$ cat src/rtl/mmu_pkg.sv
// Shared definitions for the systolic-array MMU sequencer: FSM states,
// default geometry and address-width helpers.
package mmu_pkg;

  typedef enum logic [2:0] {
    ST_IDLE,
    ST_LOAD_W,
    ST_COMPUTE,
    ST_DRAIN,
    ST_DONE
  } state_t;

  localparam int unsigned DEF_N     = 16;
  localparam int unsigned DEF_DEPTH = 16;
  localparam int unsigned PERF_W    = 32;

  // Address width for a range of n entries; never narrower than one bit.
  function automatic int unsigned addr_w(input int unsigned n);
    return (n <= 1) ? 1 : $clog2(n);
  endfunction

endpackage

$ cat src/rtl/mmu_seq_perf.sv
// Saturating busy/stall cycle counters for the MMU sequencer, cleared on
// reset or when a new job is accepted.
module mmu_seq_perf
  import mmu_pkg::*;
#(
  parameter int unsigned W = PERF_W
) (
  input  logic         clk,
  input  logic         reset,
  input  logic         clear,
  input  logic         busy,
  input  logic         stall,
  output logic [W-1:0] busy_cyc,
  output logic [W-1:0] stall_cyc
);

  always_ff @(posedge clk) begin
    if (reset || clear) begin
      busy_cyc  <= '0;
      stall_cyc <= '0;
    end else begin
      if (busy && (busy_cyc != '1)) begin
        busy_cyc <= busy_cyc + 1'b1;
      end
      if (stall && (stall_cyc != '1)) begin
        stall_cyc <= stall_cyc + 1'b1;
      end
    end
  end

endmodule

$ cat src/rtl/mmu_sequencer.sv
// Job sequencer for an N x N systolic array: weight load, streamed compute,
// zero-fed drain and result capture. Define MMU_SEQ_PERF_EN for perf counters.
module mmu_sequencer
  import mmu_pkg::*;
#(
  parameter int unsigned N     = DEF_N,
  parameter int unsigned DEPTH = DEF_DEPTH
) (
  input  logic                           clk,
  input  logic                           reset,
  input  logic                           start,
  input  logic                           data_valid,
  output logic                           busy,
  output logic                           done,
  output logic                           wwrite,
  output logic                           w_rd_en,
  output logic [addr_w(N)-1:0]           w_addr,
  output logic                           active,
  output logic                           data_rd_en,
  output logic [addr_w(DEPTH)-1:0]       data_addr,
  output logic                           data_zero,
  output logic                           res_wr_en,
  output logic [addr_w(DEPTH+N)-1:0]     res_addr,
  output logic [PERF_W-1:0]              perf_busy_cyc,
  output logic [PERF_W-1:0]              perf_stall_cyc
);

  localparam int unsigned WW = addr_w(N);
  localparam int unsigned DW = addr_w(DEPTH);
  localparam int unsigned RW = addr_w(DEPTH + N);
  localparam int unsigned T  = DEPTH + 2 * N - 1;
  localparam int unsigned KW = addr_w(DEPTH + 2 * N);

  state_t          state, state_n;
  logic [KW-1:0]   k, k_n, kres;
  logic [WW-1:0]   widx, widx_n;

  logic            busy_n, done_n, wwrite_n, w_rd_en_n;
  logic [WW-1:0]   w_addr_n;
  logic            active_n, data_rd_en_n, data_zero_n, res_wr_en_n;
  logic [DW-1:0]   data_addr_n;
  logic [RW-1:0]   res_addr_n;

  // Next state and counters advance on what the current (registered) outputs
  // presented; the outputs for the next cycle are then derived from the new
  // state, so data_valid sampled at an edge sets active for the following cycle.
  always_comb begin
    state_n      = state;
    k_n          = k;
    widx_n       = widx;
    kres         = '0;
    busy_n       = 1'b0;
    done_n       = 1'b0;
    wwrite_n     = 1'b0;
    w_rd_en_n    = 1'b0;
    w_addr_n     = '0;
    active_n     = 1'b0;
    data_rd_en_n = 1'b0;
    data_addr_n  = '0;
    data_zero_n  = 1'b0;
    res_wr_en_n  = 1'b0;
    res_addr_n   = '0;

    case (state)
      ST_IDLE: begin
        if (start) begin
          state_n = ST_LOAD_W;
          widx_n  = WW'(N - 1);
          k_n     = '0;
        end
      end
      ST_LOAD_W: begin
        if (widx == '0) begin
          state_n = ST_COMPUTE;
          k_n     = '0;
        end else begin
          widx_n = widx - 1'b1;
        end
      end
      ST_COMPUTE: begin
        if (active) begin
          k_n = k + 1'b1;
          if (k == KW'(DEPTH - 1)) begin
            state_n = ST_DRAIN;
          end
        end
      end
      ST_DRAIN: begin
        if (k == KW'(T - 1)) begin
          state_n = ST_DONE;
        end else begin
          k_n = k + 1'b1;
        end
      end
      ST_DONE: state_n = ST_IDLE;
      default: state_n = ST_IDLE;
    endcase

    kres   = k_n - KW'(N);
    busy_n = (state_n != ST_IDLE);

    case (state_n)
      ST_LOAD_W: begin
        wwrite_n  = 1'b1;
        w_rd_en_n = 1'b1;
        w_addr_n  = widx_n;
      end
      ST_COMPUTE: begin
        active_n     = data_valid;
        data_rd_en_n = data_valid;
        data_addr_n  = k_n[DW-1:0];
        if (data_valid && (k_n >= KW'(N))) begin
          res_wr_en_n = 1'b1;
          res_addr_n  = kres[RW-1:0];
        end
      end
      ST_DRAIN: begin
        active_n    = 1'b1;
        data_zero_n = 1'b1;
        if (k_n >= KW'(N)) begin
          res_wr_en_n = 1'b1;
          res_addr_n  = kres[RW-1:0];
        end
      end
      ST_DONE: done_n = 1'b1;
      default: ;
    endcase
  end

  always_ff @(posedge clk) begin
    if (reset) begin
      state      <= ST_IDLE;
      k          <= '0;
      widx       <= '0;
      busy       <= 1'b0;
      done       <= 1'b0;
      wwrite     <= 1'b0;
      w_rd_en    <= 1'b0;
      w_addr     <= '0;
      active     <= 1'b0;
      data_rd_en <= 1'b0;
      data_addr  <= '0;
      data_zero  <= 1'b0;
      res_wr_en  <= 1'b0;
      res_addr   <= '0;
    end else begin
      state      <= state_n;
      k          <= k_n;
      widx       <= widx_n;
      busy       <= busy_n;
      done       <= done_n;
      wwrite     <= wwrite_n;
      w_rd_en    <= w_rd_en_n;
      w_addr     <= w_addr_n;
      active     <= active_n;
      data_rd_en <= data_rd_en_n;
      data_addr  <= data_addr_n;
      data_zero  <= data_zero_n;
      res_wr_en  <= res_wr_en_n;
      res_addr   <= res_addr_n;
    end
  end

`ifdef MMU_SEQ_PERF_EN
  logic perf_clear, perf_stall;

  assign perf_clear = (state == ST_IDLE) && start;
  // A stall is a presented COMPUTE cycle that did not advance the array.
  assign perf_stall = (state == ST_COMPUTE) && !active;

  mmu_seq_perf #(
    .W(PERF_W)
  ) u_perf (
    .clk       (clk),
    .reset     (reset),
    .clear     (perf_clear),
    .busy      (busy),
    .stall     (perf_stall),
    .busy_cyc  (perf_busy_cyc),
    .stall_cyc (perf_stall_cyc)
  );
`else
  assign perf_busy_cyc  = '0;
  assign perf_stall_cyc = '0;
`endif

endmodule

$ cat config.mk
export PLATFORM = sky130hd
export DESIGN_NAME = mmu_sequencer
export DESIGN_NICKNAME = d
export VERILOG_FILES = /design/src/rtl/mmu_pkg.sv /design/src/rtl/mmu_seq_perf.sv /design/src/rtl/mmu_sequencer.sv
export SDC_FILE = /design/constraint.sdc
export NUM_CORES = 1
export LEC_CHECK = 0
export ABC_AREA = 1
export BUFFER_PORTS_ARGS = -buffer_cell sky130_fd_sc_hd__buf_2
export CAP_MARGIN = 20
export CORE_UTILIZATION = 50
export CTS_CLUSTER_SIZE = 8
export DETAILED_ROUTE_END_ITERATION = 10
export PLACE_DENSITY = 0.85
export SLEW_MARGIN = 25
export SYNTH_ARGS = -nofsm -noshare
export SYNTH_HDL_FRONTEND = slang
export SYNTH_SLANG_ARGS = --single-unit
$ cat constraint.sdc
create_clock -name clk -period 2.8 [get_ports clk]
set_clock_uncertainty 0.1 [all_clocks]
set_input_delay 0.28 -clock clk [delete_from_list [all_inputs] [get_ports clk]]
set_output_delay 0.28 -clock clk [all_outputs]
set_load 0.01 [all_outputs]
### Word-level counts from Yosys, hierarchy flattened

Cells that the tools add are included.

* $add $sub $neg: 3
* magnitude comparators: 1
* equality and inequality tests: 9
* muxes and demuxes: 24
* bitwise gates (word level): 2
* reduce and logical (&&, ||, !) cells: 6

Operators with widths (count)
* $mux 6: 4
* $pmux 6 s4: 1
* $mux 3: 5
* $eq 3x2->1 const B: 4
* $pmux 3 s4: 1
* $mux 5: 2
* $pmux 5 s2: 1
* $mux 4: 2
* $pmux 4 s2: 1
* $add 6x1->6 const B: 1
* $eq 3x1->1 const B: 2
* $eq 6x4->1 const B: 1
* $eq 6x6->1 const B: 1
* $ge 6x5->1 const B: 1
* $mux 1: 5
* $sub 5x5->5 const B: 1
* $logic_not 4->1: 1
* $pmux 1 s2: 2
* $reduce_or 2->1: 2
* $sub 4x1->4 const B: 1
* $eq 3x3->1 const B: 1
* $logic_not 3->1: 1
* $reduce_bool 3->1: 1
* $not 1->1: 2
* $logic_and 1x1->1: 1

* flip-flop bits (word level): 33
* word-level logic and storage cells: 58

### Logic depth before layout (Yosys ltp)

* word-level depth: 7
* mapped depth: 11

### Least setup slack after synthesis

Ideal clock, no wire load.

* path type: flip-flop to flip-flop
* start point: reg k[0]
* end point: reg res_addr[2]
* setup time: 126 ps
* arrival: 1281 ps
* required time: 2574 ps
* slack: 1293 ps
* stages on the path, launching flop included: 9
* buffers on the path: 0
* cells stage by stage: dfxtp_1 -> inv_1 -> ha_1 -> nand2_1 -> nor2_4 -> nand2_2 -> nand4_1 -> o21ai_0 -> nor2_1

* word-level cells in the longest chain between the ends: 7
* elaborated cells on any way between the ends: 20
* classes of those cells: add/sub: 2; order compare: 1; eq/ne: 4; mux: 12; reduce/logical: 1

Ends and longest elaborated chain
* start, declared: line mmu_sequencer.sv:35 `logic [KW-1:0] k, k_n, kres;`
* start signal, assigned: line mmu_sequencer.sv:148 `k <= k_n;`
* $add 6x1->6 / $eq 6x6->1 (equally long branches): line mmu_sequencer.sv:82, mmu_sequencer.sv:92, mmu_sequencer.sv:89
* $mux 6, on equally long branches: line mmu_sequencer.sv:89, mmu_sequencer.sv:81
* $pmux 6 s4: line mmu_sequencer.sv:64 `case (state)`
* $ge 6x5->1: line mmu_sequencer.sv:112, mmu_sequencer.sv:120
* $logic_and 1x1->1: line mmu_sequencer.sv:112 `if (data_valid && (k_n >= KW'(N))) begin`
* $mux 5: line mmu_sequencer.sv:112
* $pmux 5 s2 (*): line mmu_sequencer.sv:102 `case (state_n)`
* end signal, assigned: line mmu_sequencer.sv:160 `res_addr <= res_addr_n;`
* end, declared: line mmu_sequencer.sv:23 `output logic [addr_w(DEPTH+N)-1:0] res_addr,`

Mark *: on every way between the ends. The rest lies on a longest branch, timed or not.
A chain may end at the register's enable or synchronous reset.

### Worst setup path in the final report

* start point: reg widx[0]
* end point: reg res_addr[2]

* word-level cells in the longest chain between the ends: 7
* elaborated cells on any way between the ends: 13
* classes of those cells: add/sub: 1; order compare: 1; eq/ne: 2; mux: 7; reduce/logical: 2

Ends and longest elaborated chain
* start, declared: line mmu_sequencer.sv:36 `logic [WW-1:0] widx, widx_n;`
* start signal, assigned: line mmu_sequencer.sv:149 `widx <= widx_n;`
* $logic_not 4->1 (*): line mmu_sequencer.sv:73 `if (widx == '0) begin`
* $mux 6: line mmu_sequencer.sv:73
* $pmux 6 s4: line mmu_sequencer.sv:64
* $ge 6x5->1: line mmu_sequencer.sv:112, mmu_sequencer.sv:120
* $logic_and 1x1->1: line mmu_sequencer.sv:112
* $mux 5: line mmu_sequencer.sv:112
* $pmux 5 s2 (*): line mmu_sequencer.sv:102

Marked as above.

==> results summary <==
The run finished with clean final reports. The CTS buffer count came out at 5. Setup violations remaining at the end of the flow were counted as 0.

Port buffering added 24 buffers. Data on the critical path is required at its endpoint by between 2 and 3 ns. The synthesized design contains 33 register bits.

The I/O pin count is 89. The global-route usage over all layers is 17.5%. The first-pass GRT wire length came out at between 5000 and 6000 um. Hold repair after CTS inserted 0 buffers.

The detailed-route via count is around 1,400. The tool flagged a number of max-cap violations equal to 0. The total length of routed wires is roughly 3200 um. The initial core utilization came out at 51.8%. The initial detailed-routing violation count is 44. The max-slew violation total from the final report came out at 0.

Across the VDD grid, the largest voltage drop is between 0.4 and 0.5 mV. The category of the worst setup path launch point is a register. The post-synthesis cell count is 250.

The die is 63.6 um tall. The synthesized netlist contains 28 unique library cells. The number of buffers and inverters on the critical path is 1. At the end of routability-driven placement, the weighted congestion stood at 0.927. For this run the aggregate overflow at the end of global routing stands at 0.

The number of standard-cell rows in the floorplan is 22. The via count normalized by instance count is 4.34. The pin count of the biggest net entering global routing came out at 14. For this run, design rule violations remaining after detail routing come to 0. In this run the most critical hold path is launched from data_valid.

Net switching is 32.4% of the power. The detail route stage leaves a number of antenna-violating nets equal to 0. The peak per-stage delay on the critical path is 0.33 ns. The period utilization came out at 60.5%. The peak fanout along the critical path came out at 4. The measured slew at the worst slew-check pin came out at 0.535 ns. The clock root buffer is sky130_fd_sc_hd__clkbuf_8. The count of endpoints failing hold in the final timing report was 0.

The initial antenna violation count is 0. TritonCTS built the clock tree. The share of total power dissipated in combinational logic is approximately 22%. The worst setup path is of the reg2reg kind.

The clock network accounts for 30.4% of the total power. The clock sink count is 33. The power per cell area came out at 581 mW/mm^2.

The mean instance size in the synthesized netlist came out at 7.59 um^2. Measured along the x axis, the die boundary spans 63.6 um. Per report_power, the sequential group accounts for 47.6% of the total. The number of gates resized after cts is 0. The final total negative setup slack is 0 ns. The number of antenna diodes in the final layout is 0. On the critical path, the stage with the largest delay is an instance of sky130_fd_sc_hd__dfxtp_1. The final net count came out at 285. The clock latency reported for the late side of the worst-skew pair is between 0.2 and 0.3 ns. The clock slew at the register clock pins of the worst setup and hold paths came out at 0.07 ns. The via count of the first global-routing pass is 1,311. The worst endpoint data arrival time is 1.76 ns. The sequential cell area fraction in the yosys report came out at 34.8%.

The number of H-tree branching levels is 2. The internal power consumption came out at 0.000747 W. The number of setup buffers added after CTS is 0.

The Yosys warning count is 0. In this design, the critical path's most frequently occurring cell is sky130_fd_sc_hd__nand2_1. The time the worst path needs with I/O delays and setup came out at 1.69 ns. The power consumption came out at 0.00111 W. The routed wirelength normalized by instance count is 9.81 um.

The type of the tightest min-delay check is in2reg. The detailed placer's ending HPWL came out at 2570 um. In this run the static leakage power is about 1.1 nW.

The worst slew margin relative to its limit is around 64%. The area added between synthesis and finish is 0.264%. The pre-antenna-repair detailed-routing pass consisted of 4 iterations. The signal on the critical path passes through inv_1, ha_1, nand2_1, nand2_2, nand2_1, nor2_2, nand3_1, nand2_1, nand3_2, nand2_1, nor2_1.

Setup repair after global routing left no endpoint under its margin. The critical path starts at widx[0]$_SDFF_PP0_. The fmax came out at 590 MHz. The die footprint came out at between 0.004 and 0.005 mm^2. The switching power came out at 0.000358 W. The cell type group with the largest total delay on the critical path is simple AND/OR/NAND/NOR gates.

The worst register-to-register path begins at widx[0]$_SDFF_PP0_. The total area inside the core boundary comes to 0.00366 mm^2. The netlist area before placement is approximately 0.0019 mm^2. The share of cells above drive strength 1 came out at 19.0%. The worst setup path is captured at a register. The number of buffers on the longest clock path came out at 2.
[final cells by class]
class	instances	area [um^2]
Fill cell	361	1760
Multi-Input combinational cell	180	855
Sequential cell	33	661
Inverter	34	128
Timing Repair Buffer	24	120
Clock buffer	8	80.1
Tap cell	48	60.1
[registers in the layout, summed over array words and instances, names as in the netlist]
name        cells
active          1
busy            1
data_addr       4
data_rd_en      1
data_zero       1
done            1
k               6
res_addr        5
res_wr_en       1
state           3
w_addr          4
w_rd_en         1
widx            4
[power by group through the flow]
| stage | clock network (W) | logic [W] | registers (W) |
|---|---|---|---|
| floorplan | 0 | 0.000244 | 0.000540 |
| global placement | 0 | 0.000231 | 0.000532 |
| global route | 0.000371 | 0.000275 | 0.000529 |
| finish | 0.000336 | 0.000244 | 0.000526 |
| CTS | 0.000342 | 0.000241 | 0.000525 |
| detailed placement | 0 | 0.000240 | 0.000536 |
[per-stage QoR]
| step | instance area (um^2) | setup slack [ns] | instances | util, % | hold slack [ns] |
|---|---|---|---|---|---|
| floorplan | 2130 | 1.29 | 313 | - | 0.252 |
| global placement | 1820 | 1.12 | 319 | 49.8 | 0.376 |
| detailed placement | 1820 | 1.12 | 319 | 49.8 | 0.393 |
| CTS | 1900 | 1.11 | 327 | 52.0 | 0.137 |
| global route | 1900 | 0.916 | 327 | 52.0 | 0.167 |
| finish | 1900 | 1.11 | 327 | 52.0 | 0.136 |
[cells by family (layout without fill, tap and decap cells)]
| kind of cell | after synthesis | after routing | synth area share (%) |
|---|---|---|---|
| XOR/XNOR | 3 | 3 | 1.38 |
| buffers and inverters | 100 | 66 | 32.6 |
| AND/OR/NAND/NOR | 91 | 91 | 23.2 |
| AO/OA/AOI/OAI | 19 | 19 | 5.80 |
| flip-flops | 33 | 33 | 34.8 |
| adder cells (fa/ha/maj) | 3 | 3 | 1.98 |
| other | 1 | 64 | 0.198 |
[synth_stat cells]
master	number	area [um^2]
sky130_fd_sc_hd__xor2_1	2	17.5
sky130_fd_sc_hd__nand3_2	3	30.0
sky130_fd_sc_hd__nor3_2	2	20.0
sky130_fd_sc_hd__buf_4	65	488
sky130_fd_sc_hd__nor2_1	30	113
sky130_fd_sc_hd__dfxtp_1	33	661
sky130_fd_sc_hd__nor2_2	7	43.8
sky130_fd_sc_hd__o211ai_1	1	7.51
sky130_fd_sc_hd__inv_2	4	15.0
sky130_fd_sc_hd__nand4_1	2	12.5
sky130_fd_sc_hd__a21oi_1	5	25.0
sky130_fd_sc_hd__nand2_1	28	105
sky130_fd_sc_hd__nor2_4	2	22.5
sky130_fd_sc_hd__or2_1	1	6.26
sky130_fd_sc_hd__or2_2	1	6.26
sky130_fd_sc_hd__clkbuf_1	1	3.75
sky130_fd_sc_hd__inv_1	30	113
sky130_fd_sc_hd__ha_1	3	37.5
sky130_fd_sc_hd__xnor2_1	1	8.76
sky130_fd_sc_hd__conb_1	1	3.75
sky130_fd_sc_hd__nand2_2	5	31.3
sky130_fd_sc_hd__a211oi_1	2	15.0
sky130_fd_sc_hd__a21o_1	1	7.51
sky130_fd_sc_hd__o21ai_1	2	10.0
sky130_fd_sc_hd__a31oi_1	1	6.26
sky130_fd_sc_hd__o21ai_0	6	30.0
sky130_fd_sc_hd__o311ai_0	1	8.76
sky130_fd_sc_hd__nand3_1	10	50.1
[path summary, 6_finish.rpt]
kind	slack, ns	cells past startpoint	to
min reg2reg	0.40	1	w_addr[0]$_SDFF_PP0_
min	0.14	3	data_rd_en$_SDFF_PP0_
max	1.11	11	res_addr[2]$_SDFF_PP0_
max reg2reg	1.11	11	res_addr[2]$_SDFF_PP0_
[routing by layer]
layer / global-route usage, % / wire, um / vias up
met5: 0 / 0 / -
met4: 12.2 / 127 / 0
met3: 6.34 / 219 / 12
met2: 29.7 / 1590 / 69
met1: 17.5 / 1270 / 647
li1: - / - / 692
[worst min-delay path: cells and delay by family]
kind                   cells  cell delay [ns]
buffers and inverters      2             0.11
AND/OR/NAND/NOR            1             0.09
[placed cells by master (no fill, tap or decap), types with 6 or more instances in the layout]
cell,count
sky130_fd_sc_hd__dfxtp_1,33
sky130_fd_sc_hd__nor2_1,30
sky130_fd_sc_hd__buf_2,24
sky130_fd_sc_hd__nor2_2,7
sky130_fd_sc_hd__conb_1,64
sky130_fd_sc_hd__nand2_1,28
sky130_fd_sc_hd__nand3_1,10
sky130_fd_sc_hd__inv_1,30
sky130_fd_sc_hd__o21ai_0,6
(Power assumes the default switching activity.)
